File: src/rtl/riscv_fetch.sv
`default_nettype none
// ============================================================================
// Module   : riscv_fetch
// Purpose  : Instruction fetch stage. Owns the PC and issues in-order word
//            requests on the instruction bus. Returned instructions go into a
//            small in-order queue together with their PC, so fetch or decode
//            stalls never lose bus data. Responses still in flight when a
//            redirect occurs are counted and discarded.
// Ports    : clk, rst            - clock, synchronous active-high reset
//            i_stallF            - do not start new bus requests
//            i_stallFD           - decode not accepting, hold queue head
//            i_redirect_en/_pc   - taken branch/jump, refetch from target
//            o_ibus_req/_addr    - bus request, held until i_ibus_gnt
//            i_ibus_gnt          - request accepted this cycle
//            i_ibus_rvalid/rdata - in-order response
//            o_instr_valid/o_instr/o_pc - queue head towards decode
// Revision : 1.0 - initial release
// ============================================================================
module riscv_fetch #(
  parameter logic [31:0] RESET_PC = 32'h0000_0000,
  parameter int unsigned DEPTH    = 2
) (
  input  logic        clk,
  input  logic        rst,
  input  logic        i_stallF,
  input  logic        i_stallFD,
  input  logic        i_redirect_en,
  input  logic [31:0] i_redirect_pc,
  output logic        o_ibus_req,
  output logic [31:0] o_ibus_addr,
  input  logic        i_ibus_gnt,
  input  logic        i_ibus_rvalid,
  input  logic [31:0] i_ibus_rdata,
  output logic        o_instr_valid,
  output logic [31:0] o_instr,
  output logic [31:0] o_pc
);

  localparam int unsigned          PTR_W   = $clog2(DEPTH);
  localparam int unsigned          CNT_W   = PTR_W + 1;
  localparam logic [CNT_W-1:0]     DEPTH_C = CNT_W'(DEPTH);

  // Request / PC state
  logic [31:0]      pc_q, pc_d;
  logic             req_q, req_d;
  logic [31:0]      addr_q, addr_d;
  logic [CNT_W-1:0] outstanding_q, outstanding_d;
  logic [CNT_W-1:0] drop_q, drop_d;

  // Instruction queue (data + PC per entry)
  logic [CNT_W-1:0] count_q, count_d;
  logic [PTR_W-1:0] rd_ptr_q, rd_ptr_d;
  logic [PTR_W-1:0] wr_ptr_q, wr_ptr_d;
  logic [31:0]      instr_mem_q [DEPTH];
  logic [31:0]      instr_mem_d [DEPTH];
  logic [31:0]      pcq_mem_q   [DEPTH];
  logic [31:0]      pcq_mem_d   [DEPTH];

  // PC tag queue: one entry per granted request, popped by every response
  logic [PTR_W-1:0] tag_rd_q, tag_rd_d;
  logic [PTR_W-1:0] tag_wr_q, tag_wr_d;
  logic [31:0]      tag_mem_q [DEPTH];
  logic [31:0]      tag_mem_d [DEPTH];

  logic             gnt;
  logic             dropping;
  logic             push;
  logic             pop;
  logic             can_start;
  logic [CNT_W:0]   live_next;

  always_comb begin
    gnt      = req_q & i_ibus_gnt;
    dropping = i_ibus_rvalid & (drop_q != '0);
    // A response arriving in the redirect cycle belongs to the old path.
    push     = i_ibus_rvalid & ~dropping & ~i_redirect_en;
    pop      = (count_q != '0) & ~i_stallFD & ~i_redirect_en;

    outstanding_d = outstanding_q + CNT_W'(gnt) - CNT_W'(i_ibus_rvalid);

    instr_mem_d = instr_mem_q;
    pcq_mem_d   = pcq_mem_q;
    tag_mem_d   = tag_mem_q;
    tag_wr_d    = tag_wr_q;
    tag_rd_d    = tag_rd_q;

    if (gnt) begin
      tag_mem_d[tag_wr_q] = addr_q;
      tag_wr_d            = tag_wr_q + PTR_W'(1);
    end
    if (i_ibus_rvalid) begin
      tag_rd_d = tag_rd_q + PTR_W'(1);
    end

    if (push) begin
      instr_mem_d[wr_ptr_q] = i_ibus_rdata;
      pcq_mem_d[wr_ptr_q]   = tag_mem_q[tag_rd_q];
    end

    if (i_redirect_en) begin
      // Everything still outstanding after this cycle (including a grant
      // taken right now) belongs to the old path and must be discarded.
      drop_d   = outstanding_d;
      count_d  = '0;
      rd_ptr_d = '0;
      wr_ptr_d = '0;
      pc_d     = i_redirect_pc & 32'hFFFF_FFFC;
    end else begin
      drop_d   = drop_q - CNT_W'(dropping);
      count_d  = count_q + CNT_W'(push) - CNT_W'(pop);
      rd_ptr_d = pop  ? rd_ptr_q + PTR_W'(1) : rd_ptr_q;
      wr_ptr_d = push ? wr_ptr_q + PTR_W'(1) : wr_ptr_q;
      pc_d     = gnt  ? pc_q + 32'd4 : pc_q;
    end

    // Credit is judged on post-update values so a request granted this
    // cycle is already accounted for when deciding a back-to-back request.
    // Outstanding is also capped at DEPTH so the tag queue and the counters
    // cannot overflow while old-path responses are still being dropped.
    live_next = {1'b0, count_d} + {1'b0, outstanding_d} - {1'b0, drop_d};
    can_start = (live_next < {1'b0, DEPTH_C}) && (outstanding_d < DEPTH_C)
                && !i_stallF && !i_redirect_en;

    req_d  = req_q;
    addr_d = addr_q;
    if (i_redirect_en) begin
      req_d = 1'b0;
    end else if (req_q && !i_ibus_gnt) begin
      req_d = 1'b1;
    end else if (can_start) begin
      req_d  = 1'b1;
      addr_d = pc_d;
    end else begin
      req_d = 1'b0;
    end
  end

  always_ff @(posedge clk) begin
    if (rst) begin
      pc_q          <= RESET_PC;
      req_q         <= 1'b0;
      addr_q        <= RESET_PC;
      outstanding_q <= '0;
      drop_q        <= '0;
      count_q       <= '0;
      rd_ptr_q      <= '0;
      wr_ptr_q      <= '0;
      tag_rd_q      <= '0;
      tag_wr_q      <= '0;
    end else begin
      pc_q          <= pc_d;
      req_q         <= req_d;
      addr_q        <= addr_d;
      outstanding_q <= outstanding_d;
      drop_q        <= drop_d;
      count_q       <= count_d;
      rd_ptr_q      <= rd_ptr_d;
      wr_ptr_q      <= wr_ptr_d;
      tag_rd_q      <= tag_rd_d;
      tag_wr_q      <= tag_wr_d;
    end
  end

  // Storage needs no reset: every read is qualified by the counters.
  always_ff @(posedge clk) begin
    instr_mem_q <= instr_mem_d;
    pcq_mem_q   <= pcq_mem_d;
    tag_mem_q   <= tag_mem_d;
  end

  always_ff @(posedge clk) begin
    if (!rst) begin
      assert (!(push && (count_q == DEPTH_C)));
      assert (!(gnt && (outstanding_q == DEPTH_C)));
    end
  end

  assign o_ibus_req    = req_q;
  assign o_ibus_addr   = addr_q;
  assign o_instr_valid = (count_q != '0);
  assign o_instr       = o_instr_valid ? instr_mem_q[rd_ptr_q] : 32'h0;
  assign o_pc          = o_instr_valid ? pcq_mem_q[rd_ptr_q]   : 32'h0;

endmodule
`default_nettype wire

File: config.mk
export PLATFORM = sky130hd
export DESIGN_NAME = riscv_fetch
export DESIGN_NICKNAME = d
export VERILOG_FILES = /design/src/rtl/riscv_fetch.sv
export SDC_FILE = /design/constraint.sdc
export NUM_CORES = 1
export LEC_CHECK = 0
export ABC_AREA = 1
export BUFFER_PORTS_ARGS = -buffer_cell sky130_fd_sc_hd__buf_2
export CAP_MARGIN = 15
export CORE_MARGIN = 2
export CORE_UTILIZATION = 61
export DETAILED_ROUTE_END_ITERATION = 12
export GPL_TIMING_DRIVEN = 1
export PLACE_DENSITY_LB_ADDON = 0.1
export SYNTH_ARGS = -nofsm -noshare
export SYNTH_HDL_FRONTEND = slang
export SYNTH_SLANG_ARGS = --single-unit
File: constraint.sdc
create_clock -name clk -period 10.4 [get_ports clk]
set_input_delay 0.52 -clock clk [delete_from_list [all_inputs] [get_ports clk]]
set_output_delay 0.52 -clock clk [all_outputs]
set_load 0.02 [all_outputs]
# ---- After elaboration in Yosys (flattened, before gate mapping)
# Index checks and enable logic that the tools add are counted.
dict set report op_classes {
  bitwise 14
  reduce_logical 13
  magnitude_cmp 8
  add_sub_neg 12
  mux 24
}
# cell count
set op_table {}
lappend op_table {{32-bit 2-to-1 mux} 15}
lappend op_table {{64-bit bitwise mux} 3}
lappend op_table {{32-bit demux with 1-bit select} 2}
lappend op_table {{32-bit by 3-bit adder with 32-bit output (second input constant)} 1}
lappend op_table {{2-bit >= comparator (second input constant)} 4}
lappend op_table {{1-bit NOT with 2-bit output} 4}
lappend op_table {{1-bit bitwise AND} 6}
lappend op_table {{1-bit logical AND} 6}
lappend op_table {{2-bit by 1-bit subtractor with 2-bit output} 3}
lappend op_table {{1-bit adder (second input constant)} 4}
lappend op_table {{2-bit by 1-bit adder with 2-bit output} 2}
lappend op_table {{2-bit by 1-bit less-than comparator with 1-bit output (second input constant)} 2}
lappend op_table {{2-bit 2-to-1 mux} 2}
lappend op_table {{1-bit NOT} 4}
lappend op_table {{2-bit nonzero test} 2}
lappend op_table {{2-bit by 2-bit adder with 3-bit output} 1}
lappend op_table {{1-bit logical NOT} 3}
lappend op_table {{3-bit by 2-bit less-than comparator with 1-bit output (second input constant)} 1}
lappend op_table {{3-bit AND reduction} 1}
lappend op_table {{3-bit by 2-bit subtractor with 3-bit output} 1}
lappend op_table {{2-bit less-than comparator (second input constant)} 1}
lappend op_table {{1-bit 2-to-1 mux} 2}
lappend op_table {{2-bit OR reduction} 1}
dict set report word_totals {
  ff_bits 267
  elab_cells 87
}

# ---- Longest topological paths before layout
# Gate-level depths: netlist of the first run.
dict set report logic_depth {
  depth_word 16
  mapped_depth 21
}

# ---- Worst setup path after synthesis of the first run
# Ideal clock, no wire load.
dict set report synth_path {
  path_type {input port to flip-flop}
  startpoint {input port i_redirect_en}
  endpoint {register instr_mem_q[0] (netlist bit) (enable)}
  setup_slack_ns 6.227
  path_buffers 1
  arrival_ns 3.686
  setup_time_ns 0.487
  cell_stages 4
  path_cell_list {inv_2 -> clkbuf_1 -> nand3_1 -> nor2_1}
}
dict set report synth_between {
  elab_chain_cells 2
}
# element line_no
set synth_lines {}
lappend synth_lines {{start: declaration} 27} ;# input logic i_redirect_en,
lappend synth_lines {{1-bit NOT (no source line)} --}
lappend synth_lines {{1-bit bitwise AND} 76} ;# push = i_ibus_rvalid & ~dropping & ~i_redirect_en;
lappend synth_lines {{end signal: assignment} 166} ;# instr_mem_q <= instr_mem_d;
lappend synth_lines {{end: declaration} 54} ;# logic [31:0] instr_mem_q [DEPTH];
# Every way passes these cells.
# A chain may end at the register's enable or synchronous reset.

# ---- Worst setup path after layout of the first run
dict set report layout_path {
  startpoint {register count_q[1]}
  endpoint {register addr_q[7], in the netlist o_ibus_addr[7]}
}
dict set report layout_between {
  elab_chain_cells 12
  elab_cells_between_ends 13
}
# element line_no
set layout_lines {}
lappend layout_lines {{start: declaration} 51} ;# logic [CNT_W-1:0] count_q, count_d;
lappend layout_lines {{start signal: assignment} 156} ;# count_q <= count_d;
lappend layout_lines {{2-bit nonzero test} 77} ;# pop = (count_q != '0) & ~i_stallFD & ~i_redirect_en;
lappend layout_lines {{1-bit bitwise AND (2 in series)} 77}
lappend layout_lines {{via pop} 68} ;# logic pop;
lappend layout_lines {{2-bit by 1-bit subtractor with 2-bit output} 110} ;# count_d = count_q + CNT_W'(push) - CNT_W'(pop);
lappend layout_lines {{2-bit 2-to-1 mux} 100} ;# if (i_redirect_en) begin
lappend layout_lines {{via count_d[1]} 51}
lappend layout_lines {{2-bit by 2-bit adder with 3-bit output} 120} ;# live_next = {1'b0, count_d} + {1'b0, outstanding_d} - {1'b0, drop_d};
lappend layout_lines {{3-bit by 2-bit subtractor with 3-bit output} 120}
lappend layout_lines {{3-bit by 2-bit less-than comparator with 1-bit output} 121} ;# can_start = (live_next < {1'b0, DEPTH_C}) && (outstanding_d < DEPTH_C)
lappend layout_lines {{1-bit logical AND} 121}
lappend layout_lines {{1-bit logical AND (2 in series)} 122} ;# && !i_stallF && !i_redirect_en;
lappend layout_lines {{3-bit AND reduction (no source line)} --}
lappend layout_lines {{end signal: assignment} 153} ;# addr_q <= addr_d;
lappend layout_lines {{end: declaration} 46} ;# logic [31:0] addr_q, addr_d;
# The timed path passes the listed nets, and every way through them passes these cells.

==> results of run 1 <==
==> cells in the final DEF, fill, tap and decap left out, types with 3 or more instances in the layout <==
cell / instances
buf_4: 9
mux2_2: 32
buf_2: 166
nor2_4: 7
nor3_1: 7
nor2_1: 62
xor2_1: 4
nand2_1: 316
nand3_1: 47
clkinv_2: 4
xnor2_1: 5
clkbuf_1: 4
nand3_2: 3
nand4_1: 8
a21oi_1: 78
nand3b_1: 3
o21ai_0: 16
clkbuf_8: 8
clkbuf_16: 27
inv_2: 5
ha_1: 7
edfxtp_1: 192
or2_2: 14
dfxtp_1: 74
inv_1: 57
o21ai_1: 8
nor2_2: 5
==> worst max path at each step <==
stage,start,to,slack (ns),cells past startpoint
after CTS,count_q[1],o_ibus_addr[7],5.79,18
after floorplan,i_redirect_en,instr_mem_q[0],6.23,4
after global placement,i_redirect_en,o_ibus_addr[7],5.40,19
after global routing,count_q[1],o_ibus_addr[7],5.46,18
final,count_q[1],o_ibus_addr[7],5.84,18
after detailed placement,i_redirect_en,o_ibus_addr[3],5.34,19
==> flip-flops by register name, indices dropped and copies added, names as in the netlist <==
| name | flops |
|---|---|
| count_q | 2 |
| drop_q | 2 |
| instr_mem_q | 64 |
| o_ibus_addr | 32 |
| o_ibus_req | 1 |
| outstanding_q | 2 |
| pc_q | 32 |
| pcq_mem_q | 64 |
| rd_ptr_q | 1 |
| tag_mem_q | 64 |
| tag_rd_q | 1 |
| tag_wr_q | 1 |
| wr_ptr_q | 1 |
==> layer usage <==
metal  track usage (%)  vias to the layer above  part of all wire [%]
met1              32.5                     3436                    43
met4              8.13                        0                   2.8
met2              40.4                      229                    48
met3              2.96                       45                   6.6
li1                  -                     3689                     -
met5                 0                        -                     0
==> layout make-up <==
cell class | count | area [sq um] | share of cell area, %
inverters | 62 | 233 | 1.83
flip-flops and latches | 267 | 7270 | 57.1
repair buffers | 175 | 898 | 7.05
clock buffers | 39 | 801 | 6.29
multi-input cells | 633 | 3150 | 24.7
well taps | 225 | 282 | 2.21
clock inverters | 9 | 105 | 0.825
==> synth_stat cells, types with 5 or more instances <==
library cell  number  area share (%)
or2_2             14            0.81
dfxtp_1           75              14
edfxtp_1         192              53
inv_1             58             2.0
xnor2_1            5            0.40
nand3_1           47             2.2
ha_1               7            0.81
mux2_2            32             3.3
clkbuf_1          29             1.0
o21ai_0           16            0.74
nor3_1             7            0.32
nand4_1            8            0.46
o21ai_1            8            0.37
a21oi_1           78             3.6
nor2_1            67             2.3
nand2_1          316              11
buf_1              8            0.28
==> report_power, final <==
group / internal (mW) / total, mW / switching, mW
Sequential: 1.19 / 1.21 / 0.0240
Combinational: 0.0702 / 0.195 / 0.125
Clock: 0.582 / 0.965 / 0.383
Total: 1.84 / 2.37 / 0.532
==> worst register-to-register path: stages, from the launching register on <==
cell     delay [ns]
dfxtp_1        0.34
nor2_4         0.10
buf_4          0.57
nor3_1         0.21
ha_1           0.34
inv_1          0.06
ha_1           0.15
inv_1          0.04
nor2_1         0.13
nor3_1         0.08
fa_1           0.50
inv_1          0.05
fa_1           0.53
nand2_1        0.05
nor3_1         0.28
nand3_2        0.17
nor2_4         0.50
inv_2          0.19
o21ai_1        0.17
==> per-stage QoR <==
step | instances | worst slack, ns | hold WS (ns)
2_1_floorplan | 1006 | 6.23 | 0.426
4_1_cts | 1410 | 5.79 | 0.179
5_1_grt | 1410 | 5.46 | 0.174
3_5_place_dp | 1362 | 5.34 | 0.439
6_report | 1410 | 5.84 | 0.190
3_3_place_gp | 1362 | 5.40 | 0.436
==> cells by family (layout without fill, tap and decap cells) <==
| kind of cell | after synthesis | in the layout | share of synthesized area, % |
|---|---|---|---|
| DFF | 267 | 267 | 67.2 |
| adders and majority gates | 9 | 9 | 1.18 |
| and+or+nand+nor | 474 | 474 | 18.3 |
| buffers and inverters | 106 | 285 | 3.92 |
| xor gates and xnor gates | 11 | 11 | 1.03 |
| AOI/OAI and AO/OA | 107 | 107 | 5.07 |
| muxes | 32 | 32 | 3.33 |
==> metrics.txt, run 1 <==
outcome=finished, final reports clean; syn_area_per_cell=~11 sq um; vias in the first global route=6,979; layout cells sized above 1=between 20% and 30%; yosys warns=0; post-cts repair resize count=0; Max IR drop VDD=0.165 mV; max incr delay on CP=~0.57 ns; Slew Limit Fails=0; Clock Tree Buf Depth=3; crit path DAT=4.99 ns; critical path class=flip-flop to flip-flop; Placeable Area=17,300 sq um; Worst path slowest cell=buf_4; Worst setup EP type=flip-flop; first-pass GRT wire length=approximately 35 mm; IO Port Bufs=between 150 and 200; worst reg2reg startpoint=count_q[1]; final RePlAce weighted congestion=roughly 0.94; Clock Skew=around 0.019 ns; Worst EP required=between 10 and 15 ns; global-route usage over all layers=between 20% and 30%; DRT antenna net count=0; Total Wirelength=between 20 and 25 mm; period utilisation layout=a little over two fifths; via count=approximately 7,400; hold path depth=1; Worst Setup Start Kind=flip-flop; Die Y=between 100 and 150 um; #FFs+latches synth=267; Initial Utilization=between 60 and 70%; Final min period=4.56 ns; Hold Buf Count CTS=0; initial antenna violation count=0; Pre-antenna DRT Iters=5; Vias/cell=around 5.2; fillcell total=1,230; prevailing post-synth register cell=edfxtp_1; CTS root buf=clkbuf_16; CTS buffer count=26; worst-path cell chain=nor2_4 > buf_4 > nor3_1 > ha_1 > inv_1 > ha_1 > inv_1 > nor2_1 > nor3_1 > fa_1 > inv_1 > fa_1 > nand2_1 > nor3_1 > nand3_2 > nor2_4 > inv_2 > o21ai_1; Hold Vio Cnt, Final=0; RSZ-0062 raised after global routing=no; pwr dens=186 nW/um^2; setup tns final=0 ns; largest net degree at the start of global routing=67; DRC viols=0; fin area=approximately 13,000 sq um; Cells after Synth=~1,000; syn nets=between 1,000 and 1,500; CTS sink count=between 200 and 300; Reg2Reg Setup Slack=5.84 ns; Nets=roughly 1,200; Final Power=~2.4 mW; I/O pin count=~170; Worst-path clk slew=around 0.060 ns; postcts setup bufs=0; hpwl dp=between 10 and 15 mm; kind of cell adding the most delay to the critical path=simple AND/OR/NAND/NOR gates; Final setup viols=0; worst hold path endpoint=instr_mem_q[5]; die width=approximately 140 um; Peak Freq=219 MHz; Post-Syn Area=roughly 11,000 sq um; end of the worst register-to-register path=o_ibus_addr[7]; Synth async-reset ratio=0%; die footprint=approximately 19,000 sq um; Rel. slew slack=around two fifths; floorplan row count=48; Max-Cap Viols=0; LEAKAGE=about 5.3 nW; DR iter-0 viols=just under 400; Min-Delay Path Class=input pin to flip-flop; worst skew pair latency=around 0.52 ns; Worst Path Buf+Inv=5; antenna cells=0; Area growth syn-to-layout=17.8%; GRT Residual Overflow=0; reg2reg path depth=18; Placed Area=11,800 sq um; Hold Startpoint=i_ibus_rdata[5]; EDFF count, synth=around 190; CTS tree=yes; crit path max fanout=66; H-tree depth=1; synth unique cells=35; Slew @ Worst Pin=0.903 ns; post-DR wirelength/cell=around 16 um; Seq/Total Area, Yosys=about two thirds; fin util=approximately 74%
No activity file was read; power rests on OpenSTA's default activity.
==> run 2: changes to the inputs <==
CORE_UTILIZATION = 51   (was 61)
clock period = 4 ns   (was 10.4 ns; I/O delays follow)
==> metrics.txt, run 2 (same netlist as run 1, synthesis figures left out) <==
critical path class=flip-flop to flip-flop; first-pass GRT wire length=34.9 mm (-0.45%); floorplan row count=53 (+10%); Slew Limit Fails=0 (unchanged); Hold Buf Count CTS=49 (+49); commonest non-fill, non-tap cell in the layout=nand2_1; min setup slack post-route=0.329 ns (-5.51 ns); Placeable Area=20,900 sq um (+21%); met3 usage=3.17% (+0.21 points); met2 usage=31.9% (-8.4 points); Peak Freq=272 MHz (+24%); worst-path cell chain=nor2_4 > nor3_1 > ha_1 > inv_1 > ha_1 > inv_1 > nor2_1 > nor3_1 > fa_1 > inv_1 > fa_1 > nand2_1 > nor3_1 > nand3_2 > nand2_1 > inv_2 > nand2_1 > o21ai_1; layout cells sized above 1=23.4% (-0.85 points); CTS tree=yes; Final setup viols=0 (unchanged); CTS sink count=267 (unchanged); Worst-path clk slew=0.06 ns (about the same); period utilisation layout=91.8% (+48 points); IO Port Bufs=166 (unchanged); Hold Startpoint=i_redirect_pc[21]; Setup WS pre-CTS=0.339 ns (-5.00 ns); max incr delay on CP=0.53 ns (-0.04 ns); Slew @ Worst Pin=1.00 ns (+0.0984 ns); CTS buffer count=27 (+3.8%); GRT Residual Overflow=0 (unchanged); Clock Tree Buf Depth=3 (unchanged); Die Y=150 um (+9.1%); crit path max fanout=29 (-56%); Total Wirelength=22.5 mm (-0.45%); Worst Setup Start Kind=flip-flop; H-tree depth=1 (unchanged); pwr dens=462 nW/um^2 (+150%); Clock Skew=0.0109 ns (-0.00820 ns); kind of cell adding the most delay to the critical path=adder cells; Worst EP required=4.41 ns (-6.43 ns); initial antenna violation count=0 (unchanged); fillcell total=1,728 (+40%); LEAKAGE=5.51 nW (+4.2%); Max-Cap Viols=0 (unchanged); Worst Path Buf+Inv=4 (-1); Initial Utilization=51.8% (-11 points); DRC viols=0 (unchanged); post-DR wirelength/cell=14.9 um (-7.4%); vias in the first global route=6,739 (-3.4%); global-route usage over all layers=19.8% (-4.2 points); die footprint=22,400 sq um (+19%); Worst path slowest cell=fa_1; Sequential Area=7270 sq um (unchanged); setup tns final=0 ns (unchanged); Pre-antenna DRT Iters=6 (+1); worst skew pair latency=0.52 ns (about the same); Area growth syn-to-layout=23.3%; outcome=finished, final reports clean; grt met1 use=28.7% (-3.8 points); Nets=1,300 (+4.4%); Min-Delay Path Class=input pin to flip-flop; largest registers=instr_mem_q (64), pcq_mem_q (64), tag_mem_q (64); Worst setup EP type=flip-flop; antenna cells=0 (unchanged); largest net degree at the start of global routing=66 (-1.5%); die width=150 um (+9.1%); Multi-input gate area=3150 sq um (unchanged); hpwl dp=14.3 mm (+0.87%); GR peak layer=met2; CTS root buf=clkbuf_16; most frequent cells in the layout=nand2_1 (316), edfxtp_1 (192), buf_2 (166); DRT antenna net count=0 (unchanged); postcts setup bufs=0 (unchanged); Rel. slew slack=33.1% (-6.7 points); Max IR drop VDD=0.294 mV (+78%); Vias/cell=4.91 (-6.4%); post-cts repair resize count=0 (unchanged); Final min period=3.67 ns (-0.887 ns); Hold Vio Cnt, Final=0 (unchanged); via count=7,446 (+0.64%); crit path DAT=4.08 ns (-0.91 ns); I/O pin count=169 (unchanged); final RePlAce weighted congestion=0.934 (-0.30%); Critical Path Source=count_q[1]; worst reg2reg startpoint=count_q[1]; DR iter-0 viols=336 (-13%); RSZ-0062 raised after global routing=no
-- run 2: cell types whose count changed in the layout (fill, tap and decap cells not counted), moves of 2 or more --
cell           before  now
buf_4               9   13
clkbuf_16          27   30
clkbuf_8            8    3
clkinv_1            0    3
clkinv_4            2    0
dlygate4sd3_1       0   49
-- run 2: final timing paths --
path / to / slack (ns) / depth (start not counted)
max: o_ibus_addr[19] / 0.33 / 18
min: pc_q[21] / 0.01 / 4
max reg2reg: o_ibus_addr[19] / 0.33 / 18
min reg2reg: pc_q[0] / 0.45 / 2
-- run 2: cell type report --
cell class | count | area share [%]
Clock buffer | 38 | 6.08
Clock inverter | 12 | 0.676
Inverter | 62 | 1.75
Multi-Input combinational cell | 633 | 23.6
Sequential cell | 267 | 54.5
Tap cell | 275 | 2.58
Timing Repair Buffer | 229 | 10.8
-- run 2: layer usage --
| layer | part of all wire (%) | wire, um |
|---|---|---|
| met5 | 0 | 0 |
| met4 | 1.2 | 265 |
| met3 | 6.6 | 1500 |
| met2 | 46 | 10400 |
| met1 | 46 | 10400 |
-- run 2: metrics by stage --
stage,cell area (sq um),util (%),cells,hold slack (ns),power (mW)
floorplan,10800,-,1006,0.299,3.54
global placement,11900,57.2,1417,0.387,3.70
detailed placement,11900,57.2,1417,0.391,3.71
CTS,13300,63.8,1516,0.000371,6.22
global route,13300,63.8,1516,0.0142,6.41
finish,13300,63.8,1516,0.0141,6.16
-- run 2: worst min-delay path, delay by kind of cell --
| kind | cells | cell delay (ns) |
|---|---|---|
| AND/OR/NAND/NOR | 3 | 0.22 |
| buffers and inverters | 1 | 0.08 |
-- run 2: power by group --
group / switching [mW] / internal, mW
registers: 0.0603 / 3.08
clock network: 0.989 / 1.48
logic: 0.328 / 0.219
total: 1.38 / 4.78
==> run 3: changes to the inputs <==
CORE_ASPECT_RATIO = 0.8   (was default)
==> metrics.txt, run 3 (same netlist as run 1, synthesis figures left out) <==
via count=7,591 (+1.9%); layout cells sized above 1=23.2% (-0.25 points); Final min period=3.74 ns (+0.0724 ns); DRC viols=0 (unchanged); Worst setup EP type=flip-flop; Max IR drop VDD=0.333 mV (+13%); Rel. slew slack=38.4% (+5.3 points); Hold WS=0.0279 ns (+0.0138 ns); Pre-antenna DRT Iters=4 (-2); critical path class=input pin to flip-flop; Die Y=134 um (-10%); Area growth syn-to-layout=24.1%; post-DR wirelength/cell=15.7 um (+5.5%); crit path DAT=4.22 ns (+0.14 ns); largest registers=instr_mem_q (64), pcq_mem_q (64), tag_mem_q (64); Hold Vio Cnt, Final=0 (unchanged); global-route usage over all layers=20.9% (+1.1 points); Total Wirelength=23.8 mm (+5.5%); Peak Freq=267 MHz (-1.9%); Worst Setup Start Kind=input pin; DRT antenna net count=0 (unchanged); worst-path cell chain=dlygate4sd3_1 > buf_2 > nor3_1 > ha_1 > inv_1 > ha_1 > inv_1 > nor2_1 > nor3_1 > fa_1 > inv_1 > fa_1 > nand2_1 > nor3_4 > nand2_1 > a21boi_0 > dlygate4sd3_1; RSZ-0062 raised after global routing=no; CTS sink count=267 (unchanged); CTS root buf=clkbuf_16; outcome=finished, final reports clean; CP most frequent cell=inv_1; max incr delay on CP=0.58 ns (+0.05 ns); Slew @ Worst Pin=0.924 ns (-0.0780 ns); Worst EP required=4.47 ns (+0.06 ns); die width=167 um (+11%); period utilisation layout=93.6% (+1.8 points); Nets=1,306 (+0.46%); hpwl dp=14.9 mm (+4.4%); Worst-path clk slew=0.06 ns (about the same); Max-Cap Viols=0 (unchanged); Multi-input gate area=3160 sq um (+0.36%); Sequential Area=7270 sq um (unchanged); fillcell total=1,648 (-4.6%); die footprint=22,400 sq um (about the same); Finished Layout Cells=1,515 (-0.066%); Worst path slowest cell=dlygate4sd3_1; floorplan row count=47 (-11%); CTS buffer count=26 (-3.7%); first-pass GRT wire length=37.2 mm (+6.5%); Placeable Area=20,800 sq um (-0.62%); pwr dens=469 nW/um^2 (+1.6%); Worst Path Buf+Inv=6 (+2); GRT Residual Overflow=0 (unchanged); setup tns final=0 ns (unchanged); LEAKAGE=5.56 nW (+0.80%); final RePlAce weighted congestion=0.878 (-6.0%); Clock Skew=0.0203 ns (+0.00938 ns); worst skew pair latency=0.53 ns (about the same); I/O pin count=169 (unchanged); largest net degree at the start of global routing=66 (unchanged); commonest non-fill, non-tap cell in the layout=nand2_1; most frequent cells in the layout=nand2_1 (316), edfxtp_1 (192), buf_2 (166); Final setup viols=0 (unchanged); Clock Tree Buf Depth=3 (unchanged); Slew Limit Fails=0 (unchanged); H-tree depth=1 (unchanged); DR iter-0 viols=469 (+40%); initial antenna violation count=0 (unchanged); Min-Delay Path Class=input pin to flip-flop; vias in the first global route=7,287 (+8.1%); crit path max fanout=10 (-66%); antenna cells=0 (unchanged); IO Port Bufs=166 (unchanged); CTS tree=yes; placed cell count=1,411 (-0.42%); Vias/cell=5.01 (+2.0%); kind of cell adding the most delay to the critical path=buffers and inverters; Initial Utilization=52.1% (+0.32 points)
## run 3: per-layer routing
layer  track usage (%)  routed length, um
met5                 0                  0
met3              3.78               1040
met2              35.7              11400
met4              6.18                658
met1              27.8              10700
## run 3: what timing repair did
item	in CTS	in global routing
hold endpoints to repair	88	0
gates resized for setup	0	5
hold buffers	55	0
setup endpoints to repair	0	32
buffers inserted	0	1
## run 3: layout make-up
type	instances	area share, %
Clock buffer	34	5.38
Clock inverter	14	1.44
Sequential cell	267	54.2
Tap cell	269	2.51
Multi-Input combinational cell	633	23.5
Timing Repair Buffer	236	11.2
Inverter	62	1.75
## run 3: worst paths after layout
check | endpoint | startpoint | cells after the start | slack [ns]
min reg2reg | pc_q[0] | pc_q[0] | 2 | 0.45
min | pc_q[23] | i_redirect_pc[23] | 4 | 0.03
max reg2reg | o_ibus_req | count_q[1] | 16 | 0.26
max | o_ibus_req | i_redirect_en | 17 | 0.26
## run 3: worst register-to-register path, stage by stage, from the launching register on
cell           delay [ns]
dfxtp_1              0.39
nor2_4               0.06
nor3_1               0.23
ha_1                 0.29
inv_1                0.06
ha_1                 0.16
inv_1                0.05
nor2_1               0.15
nor3_1               0.09
fa_1                 0.48
inv_1                0.06
fa_1                 0.53
nand2_1              0.09
nor3_4               0.25
nand2_1              0.07
a21boi_0             0.17
dlygate4sd3_1        0.58
## run 3: stage by stage
step | instance area, sq um | power [mW] | utilization (%) | setup WS, ns
after floorplan | 10800 | 3.54 | - | 0.147
after global placement | 11900 | 3.71 | 57.5 | 0.314
after detailed placement | 11900 | 3.72 | 57.5 | 0.248
after CTS | 13400 | 6.33 | 64.6 | 0.202
after global routing | 13400 | 6.52 | 64.7 | 0.0311
final | 13400 | 6.30 | 64.7 | 0.257
## run 3: power by group
group	internal [mW]	total [mW]	switching, mW
registers	3.08	3.15	0.0691
clock network	1.59	2.58	0.993
logic	0.226	0.563	0.337
